`config.mk`:
```
export PLATFORM = sky130hd
export DESIGN_NAME = rvb_shifter_issue
export DESIGN_NICKNAME = d
export VERILOG_FILES = /design/src/rtl/rvb_shifter_issue.sv
export SDC_FILE = /design/constraint.sdc
export NUM_CORES = 1
export LEC_CHECK = 0
export CORE_MARGIN = 8
export CORE_UTILIZATION = 40
export CTS_BUF_LIST = sky130_fd_sc_hd__clkbuf_8 sky130_fd_sc_hd__clkbuf_16
export DETAILED_ROUTE_END_ITERATION = 10
export GPL_ROUTABILITY_DRIVEN = 1
export PLACE_DENSITY = 0.9
export SLEW_MARGIN = 20
export SYNTH_ARGS = -nofsm -noshare
export SYNTH_HDL_FRONTEND = slang
export SYNTH_SLANG_ARGS = --single-unit
```
`constraint.sdc`:
```
create_clock -name clock -period 3.85 [get_ports clock]
set_input_delay 0.9625 -clock clock [delete_from_list [all_inputs] [get_ports clock]]
set_output_delay 0.9625 -clock clock [all_outputs]
set_load 0.02 [all_outputs]
```
`src/rtl/rvb_shifter_issue.sv`:
```
// Issue stage for a bit-manipulation shifter: one operand register plus a 4-deep tag FIFO
// for in-order writeback. Define RVB_SHIFTER_ISSUE_DECODE_CHECK_EN to reject non-shift opcodes.
module rvb_shifter_issue #(
  parameter int XLEN = 32,
  parameter int TAGW = 5
) (
  input  logic            clock,
  input  logic            reset,
  input  logic            req_valid,
  output logic            req_ready,
  input  logic [31:0]     req_insn,
  input  logic [XLEN-1:0] req_rs1,
  input  logic [XLEN-1:0] req_rs2,
  input  logic [XLEN-1:0] req_rs3,
  input  logic [TAGW-1:0] req_tag,
  output logic            din_valid,
  input  logic            din_ready,
  output logic [XLEN-1:0] din_rs1,
  output logic [XLEN-1:0] din_rs2,
  output logic [XLEN-1:0] din_rs3,
  output logic            din_insn3,
  output logic            din_insn12,
  output logic            din_insn14,
  output logic            din_insn26,
  output logic            din_insn27,
  output logic            din_insn29,
  output logic            din_insn30,
  input  logic            dout_valid,
  output logic            dout_ready,
  input  logic [XLEN-1:0] dout_rd,
  output logic            wb_valid,
  input  logic            wb_ready,
  output logic [XLEN-1:0] wb_rd,
  output logic [TAGW-1:0] wb_tag,
  output logic            wb_illegal
);

  localparam int DEPTH = 4;

  typedef struct packed {
    logic [TAGW-1:0] tag;
    logic            illegal;
  } tag_entry_t;

  logic            iss_valid_q;
  logic [XLEN-1:0] iss_rs1_q, iss_rs2_q, iss_rs3_q;
  logic [6:0]      iss_bits_q;   // {insn30, insn29, insn27, insn26, insn14, insn12, insn3}

  tag_entry_t      fifo_mem [DEPTH];
  logic [1:0]      wr_ptr_q, wr_ptr_d;
  logic [1:0]      rd_ptr_q, rd_ptr_d;
  logic [2:0]      cnt_q, cnt_d;

  logic            req_illegal;
  logic            req_fire, din_fire, push, pop;
  logic            fifo_empty, fifo_full;
  tag_entry_t      head;
  logic            head_illegal;
  logic            unused_sink;

`ifdef RVB_SHIFTER_ISSUE_DECODE_CHECK_EN
  logic op_ok;
  logic f3_ok;
  always_comb begin
    op_ok = (req_insn[6:0] == 7'h33) || (req_insn[6:0] == 7'h13) ||
            ((XLEN == 64) && ((req_insn[6:0] == 7'h3B) || (req_insn[6:0] == 7'h1B)));
    f3_ok = (req_insn[14:12] == 3'b001) || (req_insn[14:12] == 3'b101);
    req_illegal = !(op_ok && f3_ok);
  end
  assign head_illegal = !fifo_empty && head.illegal;
`else
  assign req_illegal  = 1'b0;
  assign head_illegal = 1'b0;
`endif

  // Only a subset of instruction bits is consumed; fold the rest so lint sees them used.
  assign unused_sink = ^{req_insn, head};

  assign fifo_empty = (cnt_q == 3'd0);
  assign fifo_full  = (cnt_q == 3'd4);
  assign head       = fifo_mem[rd_ptr_q];

  // Gated by reset so the upstream sees no acceptance while reset is held.
  assign req_ready  = reset && !fifo_full && (!iss_valid_q || din_ready);
  assign req_fire   = req_valid && req_ready;
  assign din_fire   = iss_valid_q && din_ready;
  assign push       = req_fire;

  assign wb_valid   = !fifo_empty && (head_illegal || dout_valid);
  assign wb_tag     = fifo_empty ? '0 : head.tag;
  assign wb_illegal = head_illegal;
  assign wb_rd      = (!fifo_empty && !head_illegal) ? dout_rd : '0;
  assign dout_ready = wb_ready && !fifo_empty && !head_illegal;
  assign pop        = wb_valid && wb_ready;

  assign din_valid  = iss_valid_q;
  assign din_rs1    = iss_rs1_q;
  assign din_rs2    = iss_rs2_q;
  assign din_rs3    = iss_rs3_q;
  assign din_insn30 = iss_bits_q[6];
  assign din_insn29 = iss_bits_q[5];
  assign din_insn27 = iss_bits_q[4];
  assign din_insn26 = iss_bits_q[3];
  assign din_insn14 = iss_bits_q[2];
  assign din_insn12 = iss_bits_q[1];
  assign din_insn3  = iss_bits_q[0];

  // Issue register: a new legal request may load in the same cycle the old one leaves.
  always_ff @(posedge clock or negedge reset) begin
    if (!reset) begin
      iss_valid_q <= 1'b0;
      iss_rs1_q   <= '0;
      iss_rs2_q   <= '0;
      iss_rs3_q   <= '0;
      iss_bits_q  <= '0;
    end else if (req_fire && !req_illegal) begin
      iss_valid_q <= 1'b1;
      iss_rs1_q   <= req_rs1;
      iss_rs2_q   <= req_rs2;
      iss_rs3_q   <= req_rs3;
      iss_bits_q  <= {req_insn[30], req_insn[29], req_insn[27], req_insn[26],
                      req_insn[14], req_insn[12], (XLEN == 64) ? req_insn[3] : 1'b0};
    end else if (din_fire) begin
      iss_valid_q <= 1'b0;
    end
  end

  // NOTE: every signal assigned here gets a default first so no latch is inferred.
  always_comb begin
    wr_ptr_d = wr_ptr_q;
    rd_ptr_d = rd_ptr_q;
    cnt_d    = cnt_q;
    if (push) wr_ptr_d = wr_ptr_q + 2'd1;
    if (pop)  rd_ptr_d = rd_ptr_q + 2'd1;
    case ({push, pop})
      2'b10:   cnt_d = cnt_q + 3'd1;
      2'b01:   cnt_d = cnt_q - 3'd1;
      default: cnt_d = cnt_q;
    endcase
  end

  always_ff @(posedge clock or negedge reset) begin
    if (!reset) begin
      wr_ptr_q <= '0;
      rd_ptr_q <= '0;
      cnt_q    <= '0;
    end else begin
      wr_ptr_q <= wr_ptr_d;
      rd_ptr_q <= rd_ptr_d;
      cnt_q    <= cnt_d;
    end
  end

  // NOTE: FIFO storage is deliberately not reset; every read is qualified by occupancy.
  always_ff @(posedge clock) begin
    if (push) fifo_mem[wr_ptr_q] <= '{tag: req_tag, illegal: req_illegal};
  end

endmodule

```
==> impl_results.md <==
* R2r startpoint: cnt_q[0]
* CTS tree: built
* Worst r2r path cells at 8
* IO Port Bufs at 287
* Crit path launch type: register
* CTS Sinks at 130
* Register area share after synthesis at 63.79%
* Final #Nets at 797
* Commonest non-fill, non-tap cell in the layout: clkdlybuf4s50_1
* Hold path endpoint: cnt_q[2]
* EDFF count, synth at 20
* Starting density of the core at 40.33%
* Share of cells above drive strength 1 at 22.27%
* DRC Markers at 0
* Psw at 2.253 mW
* Gpl congestion at 0.8232
* Max Clock Freq at 288.4 MHz
* Mapped Area at 0.005256 mm2
* Flop pwr share at 32.8%
* Via density at 4.648
* Endpoint class of the critical path: output port
* Sw Share at 33.55%
* Vias in the first global route at 4,193
* Netlist cell types at 26
* Worst min path class: reg -> reg
* Num rows at 42
* #FFs+latches synth at 130
* Comb pwr share at 45.0%
* Max cap viols at 0
* Setup Fix Bufs, Post-CTS at 0
* RR Endpoint: cnt_q[2]
* Arrival @ worst endpoint at 2510 ps
* Initial DRT Pass Iterations at 4
* Final Hold Fails at 0
* Ys async rst share at 84.62%
* Post-CTS Hold Fix Bufs at 0
* Fin crit period at 3468 ps
* Pwr Total at 6.716 mW
* CTS clk-pin slew, worst paths at 60 ps
* GRT Util Overall at 17.89%
* # setup viols final at 0
* Lkg Pwr at 3.562 nW
* Worst Min Path Start: cnt_q[2]
* Total negative slack at 0 ps
* Global-route wire length before repair at 22,880 um
* Avg Cell Area, Syn at 15.93 um2
* Overflow after GRT at 0
* Max Transition Viols Final at 0
* Largest net degree at the start of global routing at 109
* Clock Latency Late Sink at 400 ps
* Area of the die at 0.01707 mm2
* Antenna Cells at 0
* # IOs at 316
* H-tree depth at 4
* Post-CTS Resized at 0
* Clock Path Buffers at 2
* Yosys warns at 0
* Core area at 0.01303 mm2
* Routed WL at 15,340 um
* Filler cells at 902
* Vias at 3,760
* Power density cells at 761.1 mW/mm2
* Run status: finished, final reports clean
* DR iter-0 viols at 141
* Cells after Synth at 330
* Period utilisation layout at 90.07%
* R2R setup slack at 1220 ps
* Worst VDD drop at 0.4937 mV
* Post-DP HPWL at 11,760 um
* Normalized max-slew margin at 35.46%
* Area grow syn2layout at 67.86%
* Fin cells at 809
* Cell Int Power at 4.463 mW
* Hold path cells at 1
* CTS buffer count at 17
* RSZ-0062 raised after global routing: false
* Top FF cell, synth: dfrtp_1
* Critical Path RT at 2890 ps
* Placed cell count at 777
* Wire per inst at 18.96 um
* WS Path Type: reg -> out
* Clock power share at 22.3%
* Most frequent cells in the layout: clkdlybuf4s50_1 (286), dfrtp_1 (110), mux2_2 (99)
* Worst slew pin tran at 968.0 ps
* Post-route antenna net violation count at 0
* Clk_skew at 5.174 ps
* Root buffer cell: clkbuf_16
* Die X-Extent at 130.6 um
* Crit Path Max Fanout at 41
* Antenna violations before repair at 0
* Die Y-Extent at 130.6 um
-- sequential cells by signal (all words and copies together) (netlist names) --
register,flops
din_rs2,32
cnt_q,3
din_rs3,32
fifo_mem,20
wr_ptr_q,2
rd_ptr_q,2
iss_bits_q,6
din_valid,1
din_rs1,32
-- logic make-up after synthesis --
group	Yosys count	share of synthesized area, %
XOR/XNOR	6	0.9999
adder cells (fa/ha/maj)	6	1.571
buffers and inverters	26	2.642
flip-flops	130	63.79
multiplexers	109	24.68
other	1	0.07134
AND/OR/NAND/NOR	52	6.237
-- worst max-delay path, stage by stage (launching register included) --
cell and delay, ps:
dfrtp_1 400, or3_1 760, and2_1 380, clkdlybuf4s50_1 550
-- stage by stage --
step	setup WS, ps	instance area [um2]	hold WS, ps	util (%)
finish	382.4	8823	476.2	67.70
global route	200.0	8823	498.9	67.70
CTS	326.6	8823	483.0	67.70
detailed placement	537.0	8269	471.5	63.45
global placement	558.5	8269	464.5	63.45
floorplan	1057	5260	446.0	-
-- layout make-up --
type / instances / area (um2) / area share, %
Inverter: 6 / 22.52 / 0.2552
Clock inverter: 15 / 128.9 / 1.461
Clock buffer: 17 / 425.4 / 4.821
Timing Repair Buffer: 290 / 2905 / 32.93
Multi-Input combinational cell: 175 / 1768 / 20.04
Tap cell: 176 / 220.2 / 2.496
Sequential cell: 130 / 3353 / 38.00
-- cell usage after synthesis, types with 2 or more instances --
library cell,instances,area share [%]
mux2_2,99,21
and2_1,43,5.1
buf_6,3,0.64
and3_1,2,0.24
inv_1,6,0.43
buf_4,2,0.29
xnor2_1,3,0.50
edfxtp_1,20,11
mux2_4,4,1.1
mux4_2,5,2.1
buf_2,9,0.86
dfrtp_1,110,52
ha_1,5,1.2
xor2_1,3,0.50
clkbuf_1,5,0.36
-- power groups by stage --
stage | Combinational [mW] | Clock [mW] | Sequential, mW
2_1_floorplan | 0.979 | 0 | 2.73
3_3_place_gp | 2.99 | 0 | 2.18
3_5_place_dp | 3.06 | 0 | 2.23
4_1_cts | 3.07 | 1.53 | 2.21
5_1_grt | 3.19 | 1.59 | 2.27
6_report | 3.02 | 1.50 | 2.20
-- per-layer routing --
layer / GRT usage (%) / wire (um)
met5: 0 / 0
met4: 7.562 / 316
met3: 9.010 / 1983
met2: 31.71 / 7914
met1: 17.21 / 5121
-- how the worst max path moves through the flow --
stage	from	endpoint	cells after the start
2_1_floorplan	din_ready	cnt_q[2]	12
3_3_place_gp	din_ready	req_ready	4
3_5_place_dp	din_ready	req_ready	4
4_1_cts	cnt_q[0]	wb_rd[3]	3
5_1_grt	cnt_q[0]	wb_rd[3]	3
6_report	cnt_q[0]	wb_rd[3]	3
No activity file was read; power rests on OpenSTA's default activity.
